[config.mk]
export PLATFORM = sky130hd
export DESIGN_NAME = buf_fanout_pipe
export DESIGN_NICKNAME = d
export VERILOG_FILES = /design/src/rtl/buf_pkg.sv /design/src/rtl/buf_fanout_pipe_if.sv /design/src/rtl/buf_fifo_ch.sv /design/src/rtl/buf_fanout_pipe.sv
export SDC_FILE = /design/constraint.sdc
export NUM_CORES = 2
export LEC_CHECK = 0
export BUFFER_PORTS_ARGS = -buffer_cell sky130_fd_sc_hd__buf_2
export CAP_MARGIN = 20
export CORE_AREA = 2 2 542 544
export DETAILED_ROUTE_END_ITERATION = 6
export DIE_AREA = 0 0 544 546
export GPL_TIMING_DRIVEN = 0
export HOLD_SLACK_MARGIN = 0.12
export PLACE_DENSITY = 0.52
export REMOVE_ABC_BUFFERS = 1
export SLEW_MARGIN = 20
export SYNTH_ARGS = -nofsm -noshare
export SYNTH_HDL_FRONTEND = slang
export SYNTH_SLANG_ARGS = --single-unit
[constraint.sdc]
create_clock -name clk -period 7.61 [get_ports clk]
set_input_delay 1.522 -clock clk [delete_from_list [all_inputs] [get_ports clk]]
set_output_delay 1.522 -clock clk [all_outputs]
set_load 0.01 [all_outputs]
[src/rtl/buf_pkg.sv]
// Shared mode encoding and default sizing for the buffered fan-out pipe.
package buf_pkg;

  typedef enum logic {
    PER_CH = 1'b0,
    BCAST  = 1'b1
  } mode_e;

  localparam int DEF_WIDTH = 26;
  localparam int DEF_NCH   = 25;
  localparam int DEF_DEPTH = 2;

  // Pointer width that stays legal for a single-entry buffer.
  function automatic int ptr_bits(input int depth);
    return (depth > 1) ? $clog2(depth) : 1;
  endfunction

endpackage

[src/rtl/buf_fanout_pipe_if.sv]
// One valid/ready data stream; master drives data/valid, slave drives ready.
interface buf_fanout_pipe_if import buf_pkg::*; #(
  parameter int WIDTH = DEF_WIDTH
);
  logic [WIDTH-1:0] data;
  logic             valid;
  logic             ready;

  modport master (output data, output valid, input ready);
  modport slave  (input data, input valid, output ready);
endinterface

[src/rtl/buf_fifo_ch.sv]
// Single-channel FIFO; output is taken from storage, so there is no
// combinational path from the write side to the read side.
module buf_fifo_ch import buf_pkg::*; #(
  parameter int WIDTH = DEF_WIDTH,
  parameter int DEPTH = DEF_DEPTH
) (
  input logic               clk,
  input logic               rst_n,
  buf_fanout_pipe_if.slave  up,
  buf_fanout_pipe_if.master dn
);
  localparam int PW = ptr_bits(DEPTH);
  localparam int CW = $clog2(DEPTH + 1);
  localparam logic [PW-1:0] LAST = PW'(DEPTH - 1);
  localparam logic [CW-1:0] FULL = CW'(DEPTH);

  logic [WIDTH-1:0] mem [DEPTH];
  logic [WIDTH-1:0] last_data;
  logic [PW-1:0]    wr_ptr;
  logic [PW-1:0]    rd_ptr;
  logic [CW-1:0]    count;
  logic             do_push;
  logic             do_pop;

  // When empty, keep presenting the most recently popped word.
  assign dn.valid = (count != '0);
  assign dn.data  = dn.valid ? mem[rd_ptr] : last_data;
  assign do_pop   = dn.valid & dn.ready;
  assign up.ready = (count != FULL) | do_pop;
  assign do_push  = up.valid & up.ready;

  always_ff @(posedge clk or negedge rst_n) begin
    if (!rst_n) begin
      for (int i = 0; i < DEPTH; i++) mem[i] <= '0;
      last_data <= '0;
      wr_ptr    <= '0;
      rd_ptr    <= '0;
      count     <= '0;
    end else begin
      if (do_push) begin
        mem[wr_ptr] <= up.data;
        wr_ptr      <= (wr_ptr == LAST) ? '0 : wr_ptr + 1'b1;
      end
      if (do_pop) begin
        last_data <= mem[rd_ptr];
        rd_ptr    <= (rd_ptr == LAST) ? '0 : rd_ptr + 1'b1;
      end
      case ({do_push, do_pop})
        2'b10:   count <= count + 1'b1;
        2'b01:   count <= count - 1'b1;
        default: count <= count;
      endcase
    end
  end

endmodule

[src/rtl/buf_fanout_pipe.sv]
// Per-channel buffered pipe with optional broadcast of channel 0 to all channels.
//   state  | meaning
//   PER_CH | each channel accepts its own input
//   BCAST  | channel 0 input written to every channel at once
module buf_fanout_pipe import buf_pkg::*; #(
  parameter int WIDTH = DEF_WIDTH,
  parameter int NCH   = DEF_NCH,
  parameter int DEPTH = DEF_DEPTH
) (
  input  logic                 clk,
  input  logic                 rst_n,
  input  logic                 mode_req,
  input  logic [NCH*WIDTH-1:0] inp,
  input  logic [NCH-1:0]       in_valid,
  output logic [NCH-1:0]       in_ready,
  output logic [NCH*WIDTH-1:0] otp,
  output logic [NCH-1:0]       out_valid,
  input  logic [NCH-1:0]       out_ready,
  output logic                 mode,
  output logic                 busy
);
  mode_e          mode_q;
  mode_e          mode_d;
  logic           run;
  logic           open;
  logic           acc0;
  logic [NCH-1:0] can;
  logic [NCH-1:0] push;

  always_ff @(posedge clk or negedge rst_n) begin
    if (!rst_n) begin
      mode_q <= PER_CH;
      run    <= 1'b0;
    end else begin
      mode_q <= mode_d;
      run    <= 1'b1;
    end
  end

  // A pending mode change closes all inputs so the buffers drain first.
  always_comb begin
    mode_d = mode_q;
    if (!busy && (push == '0)) mode_d = mode_e'(mode_req);
  end

  assign mode = mode_q;
  assign busy = |out_valid;
  assign open = run & (mode_q == mode_e'(mode_req));

  always_comb begin
    in_ready = '0;
    push     = '0;
    acc0     = 1'b0;
    if (mode_q == BCAST) begin
      in_ready[0] = open & (&can);
      acc0        = in_valid[0] & open & (&can);
      push        = {NCH{acc0}};
    end else begin
      in_ready = can & {NCH{open}};
      push     = in_valid & can & {NCH{open}};
    end
  end

  for (genvar c = 0; c < NCH; c++) begin : g_ch
    buf_fanout_pipe_if #(.WIDTH(WIDTH)) up_if ();
    buf_fanout_pipe_if #(.WIDTH(WIDTH)) dn_if ();

    assign up_if.data  = (mode_q == BCAST) ? inp[0 +: WIDTH] : inp[c*WIDTH +: WIDTH];
    assign up_if.valid = push[c];
    assign can[c]      = up_if.ready;

    assign dn_if.ready             = out_ready[c];
    assign otp[c*WIDTH +: WIDTH]   = dn_if.data;
    assign out_valid[c]            = dn_if.valid;

    buf_fifo_ch #(.WIDTH(WIDTH), .DEPTH(DEPTH)) u_fifo (
      .clk   (clk),
      .rst_n (rst_n),
      .up    (up_if),
      .dn    (dn_if)
    );
  end

endmodule
Yosys cells after proc, flatten, opt, wreduce, memory -nomap -nowiden. Index checks and enable logic that the tools add are counted. W data, S select, Z words.

Logic and storage cells: 892. Bits in registers: 2052. Input bits: 703. Output and inout bits: 702.

Multiplexer cells: 277. Add/sub/neg operators: 100. Order comparisons: 75. Reductions and logical operators: 80. Equality and inequality tests: 76. Bitwise gates (word level): 132.

Operator list (number): $mux W26 (149); $bwmux W52 (25); $demux W26 S1 (25); $ge A2 B2 Y1 const B (50); $not A1 Y2 (50); $pmux W2 S2 (25); $reduce_bool A2 Y1 (50); $and A25 B25 Y25 (3); $and A1 B1 Y1 (54); $mux W1 (51); $add A1 B1 Y1 const B (50); $add A2 B1 Y2 const B (25); $eq A2 B1 Y1 const B (25); $eq A2 B2 Y1 const B (25); $lt A2 B1 Y1 const B (25); $ne A2 B2 Y1 const B (25); $sub A2 B1 Y2 const B (25); $logic_and A1 B1 Y1 (26); $logic_not A25 Y1 (1); $mux W25 (1); $or A1 B1 Y1 (25); $reduce_and A25 Y1 (1); $reduce_or A25 Y1 (1); $mux W24 (1); other kinds (2) (2).

Longest topological paths before layout.
Depth after elaboration: 9. Mapped depth: 12. Mapped depth without buffers: 10.

Modules after synthesis. A second synthesis with hierarchy kept.

Cells, all modules: 9411. Area total of the unflattened synthesis: 98438.2 um2.

Modules (own cells, without submodules): buf_fifo_ch (g_ch[0].u_fifo ...) (instances 24, cells an instance 316, area each 3661.0 um2); buf_fanout_pipe (instances 1, cells an instance 1529, area each 6841.6 um2); buf_fifo_ch (g_ch[9].u_fifo) (instances 1, cells an instance 298, area each 3732.3 um2).

Worst setup path after synthesis. OpenSTA, ideal clock, no wires.

Path kind: input -> output. Start point: input out_ready[9]. End point: output in_ready[0]. Arrival: 2.647 ns. Stages on the path: 5. Data required time: 6.088 ns. Setup slack: 3.441 ns. Cells stage by stage: nor3b_1 -> or4_1 -> nor3_1 -> nand4_1 -> o22ai_1.

Word-level cells in the longest chain between the ends: 5.

Ends and longest elaborated chain: from (decl) (line buf_fanout_pipe.sv:18) `input logic [NCH-1:0] out_ready,`; $and A1 B1 Y1 (line buf_fifo_ch.sv:28) `assign do_pop = dn.valid & dn.ready;`; $or A1 B1 Y1 (line buf_fifo_ch.sv:29) `assign up.ready = (count != FULL) | do_pop;`; $reduce_and A25 Y1 (line buf_fanout_pipe.sv:55) `in_ready[0] = open & (&can);`; $and A1 B1 Y1 (line buf_fanout_pipe.sv:55); $mux W1 (line buf_fanout_pipe.sv:54) `if (mode_q == BCAST) begin`; to (decl) (line buf_fanout_pipe.sv:15) `output logic [NCH-1:0] in_ready,`.

Every way passes these cells.

Final worst setup path.
Start point: input out_ready[19]. End point: output in_ready[0].

Same word-level chain as after synthesis.

==> flow_metrics.env <==
export IMPL_cts_setup_buffers=0
export IMPL_cts_clk_slew_worst_paths_ps=50
export IMPL_drt_total_wl_um=385000
export IMPL_clock_skew_ps=54.5
export IMPL_cp_start_kind="input pin"
export IMPL_worst_slew_pin_slew_ps=1120
export IMPL_io_buffers=1404
export IMPL_post_route_period_util_pct=67.0
export IMPL_insertion_delay_ps=920
export IMPL_finalMaxSlewViolations=0
export IMPL_drc_errors=0
export IMPL_antenna_found_initial=242
export IMPL_cts_max_path_buffers=4
export IMPL_syn_avg_cell_area_um2=10.7
export IMPL_gr_total_overflow=0
export IMPL_ios=1405
export IMPL_cap_violations=0
export IMPL_final_util_pct=40.3
export IMPL_wl_per_cell_um=26.8
export IMPL_leakagePower_nw=58.4
export IMPL_ctsHoldBuffers=0
export IMPL_drt_pass1_iterations=5
export IMPL_setup_viol=0
export IMPL_die_area_um2=297000
export IMPL_ir_worst_vdd_v=0.000263
export IMPL_grt_max_degree=137
export IMPL_syn_area_um2=96300
export IMPL_slew_headroom_pct=25.4
export IMPL_vias=73300
export IMPL_status="complete, no violations"
export IMPL_rsz0062_at_grt="no"
export IMPL_ctsResizeCount=0
export IMPL_hold_viol_final=0
export IMPL_drtIter0Drc=5428
export IMPL_end_kind="output pin"
export IMPL_syn2layout_area_growth_pct=22.3
export IMPL_cts_tree="done"
export IMPL_crit_fanout=3
export IMPL_ys_types=40
export IMPL_grt_pass1_vias=73000
export IMPL_grt_pass1_wl_um=541000
export IMPL_die_y_um=546
export IMPL_vias_per_cell=5.10
export IMPL_cp_required_ps=6090
export IMPL_track_usage_pct=25.2
export IMPL_place_congestion=0.840
export IMPL_postRouteAntennaNets=0
export IMPL_drive_gt1_share_pct=32.0
export IMPL_fmax_mhz=196
export IMPL_die_w_um=544
export IMPL_period_needed_ps=5100
export IMPL_hpwl_um=284000
export IMPL_ys_warn_count=0
export IMPL_start_util_pct=33.0
export IMPL_syn_inst=8989
export IMPL_cts_made_buffers=234
export IMPL_nets=10900
export IMPL_core_region_area_um2=292000
export IMPL_ys_ff_latch=2052
export IMPL_cts_root_buf="clkbuf_16"
export IMPL_cts_sinks=2052
export IMPL_rows=199
export IMPL_yosysSeqAreaShare_pct=53.3
export IMPL_worstHoldPathType="reg -> reg"
export IMPL_crit_type="in -> out"
export IMPL_power_mw=55.1
export IMPL_p_per_area_nw_per_um2=468
export IMPL_h_tree_depth=4
export IMPL_worstPathArrival_ps=3580
==> cell usage after synthesis (all sizes together) <==
master / number / share of area [%]
nand3: 10 / 0.052
nor4: 8 / 0.052
ha: 25 / 0.32
nor2b: 3 / 0.019
xor2: 25 / 0.23
or4: 2 / 0.016
nand2b: 1 / 0.0065
conb: 1 / 0.0039
buf: 196 / 1.3
a21o: 16 / 0.12
o21ai: 1298 / 6.7
dfrtp: 2052 / 53
nand2: 722 / 2.8
a31o: 1 / 0.0091
nor3: 4 / 0.021
a21oi: 664 / 3.6
or2: 25 / 0.16
inv: 667 / 2.6
and2: 8 / 0.052
and3: 8 / 0.052
nand4b: 2 / 0.018
clkbuf: 432 / 1.7
a211oi: 2 / 0.016
nor3b: 20 / 0.16
mux2i: 650 / 6.8
or3: 2 / 0.013
or3b: 11 / 0.10
o22ai: 3 / 0.019
mux2: 1301 / 16
a22oi: 1 / 0.0078
nand4: 4 / 0.026
xnor2: 100 / 0.91
nor2: 725 / 2.8
==> cell usage in the layout, fill, tap and decap left out, drive strengths merged, types with 10 or more instances in the layout <==
cell type / n
a21o: 16
a21oi: 664
buf: 1572
clkbuf: 365
clkinv: 43
dfrtp: 2052
diode: 94
ha: 25
inv: 671
mux2: 1301
mux2i: 650
nand2: 722
nand3: 10
nor2: 725
nor3b: 20
o21ai: 1298
or2: 25
or3b: 11
xnor2: 100
xor2: 25
==> state kept, by name (all words and copies together), names as in the netlist <==
signal and cells:
g_ch.u_fifo.mem 1300, g_ch.u_fifo.rd_ptr 25, mode 1, run 1, g_ch.u_fifo.count 50, g_ch.u_fifo.wr_ptr 25
g_ch.u_fifo.last_data 650
==> where the power goes <==
| group | total [mW] | switching, mW | internal, mW | leakage [nW] |
|---|---|---|---|---|
| clock | 11.4 | 4.83 | 6.61 | 3.79 |
| combinational | 24.5 | 14.6 | 9.88 | 29.0 |
| sequential | 19.1 | 3.15 | 16.0 | 25.7 |
| total | 55.1 | 22.6 | 32.5 | 58.4 |
==> through the flow <==
stage	TNS, ps	instances	instance area, um2	hold WS (ps)	setup slack (ps)
after floorplan	-5872020	8361	93400	448	-5350
after global placement	-	13700	105000	461	-44320
after detailed placement	0	13900	110000	470	1980
after CTS	0	14300	117000	453	2080
after global routing	0	14300	118000	489	2360
final	0	14400	118000	478	2510
==> kinds of logic after synthesis <==
family	synth area share, %
other	0.00390
adders and majority gates	0.325
muxes	22.8
xor gates and xnor gates	1.14
DFF	53.3
and+or+nand+nor	6.39
buffers and inverters	5.57
AOI/OAI and AO/OA	10.5
==> worst max-delay path: stages <==
cell	delay [ps]
buf_2	110
or3b_2	310
nand2_1	280
nor3_1	460
nand4_1	250
o22ai_1	350
buf_2	280
==> layer usage <==
metal	global-route usage [%]	share of wire, %	vias to the layer above
met5	0	0.20	-
met4	9.88	4.2	118
met3	8.34	9.5	725
met2	39.8	46	2703
met1	31.6	40	37000
li1	-	-	32800
==> area by class of cell <==
type | instances | area, um2
multi-input cells | 5642 | 40300
flip-flops and latches | 2052 | 51400
inverters | 667 | 2500
clock inverters | 58 | 618
fillers | 28300 | 174000
well taps | 3919 | 4900
clock buffers | 365 | 7060
diodes | 94 | 235
repair buffers | 1572 | 10700
==> final timing paths <==
| kind | start | to | slack, ps | depth (start not counted) |
|---|---|---|---|---|
| min in group asynchronous | rst_n | g_ch[15].u_fifo.last_data[16]$_DFFE_PN0P_ | 510 | 1 |
| min | g_ch[13].u_fifo.last_data[3]$_DFFE_PN0P_ | g_ch[13].u_fifo.last_data[3]$_DFFE_PN0P_ | 480 | 2 |
| max in group asynchronous | rst_n | g_ch[11].u_fifo.last_data[1]$_DFFE_PN0P_ | 2980 | 7 |
| max | out_ready[19] | in_ready[0] | 2510 | 7 |
| min reg2reg | g_ch[13].u_fifo.last_data[3]$_DFFE_PN0P_ | g_ch[13].u_fifo.last_data[3]$_DFFE_PN0P_ | 480 | 2 |
| max reg2reg | g_ch[19].u_fifo.count[1]$_DFFE_PN0P_ | g_ch[12].u_fifo.mem[2]$_DFFE_PN0P_ | 3330 | 13 |
No activity file was read; power rests on OpenSTA's default activity.
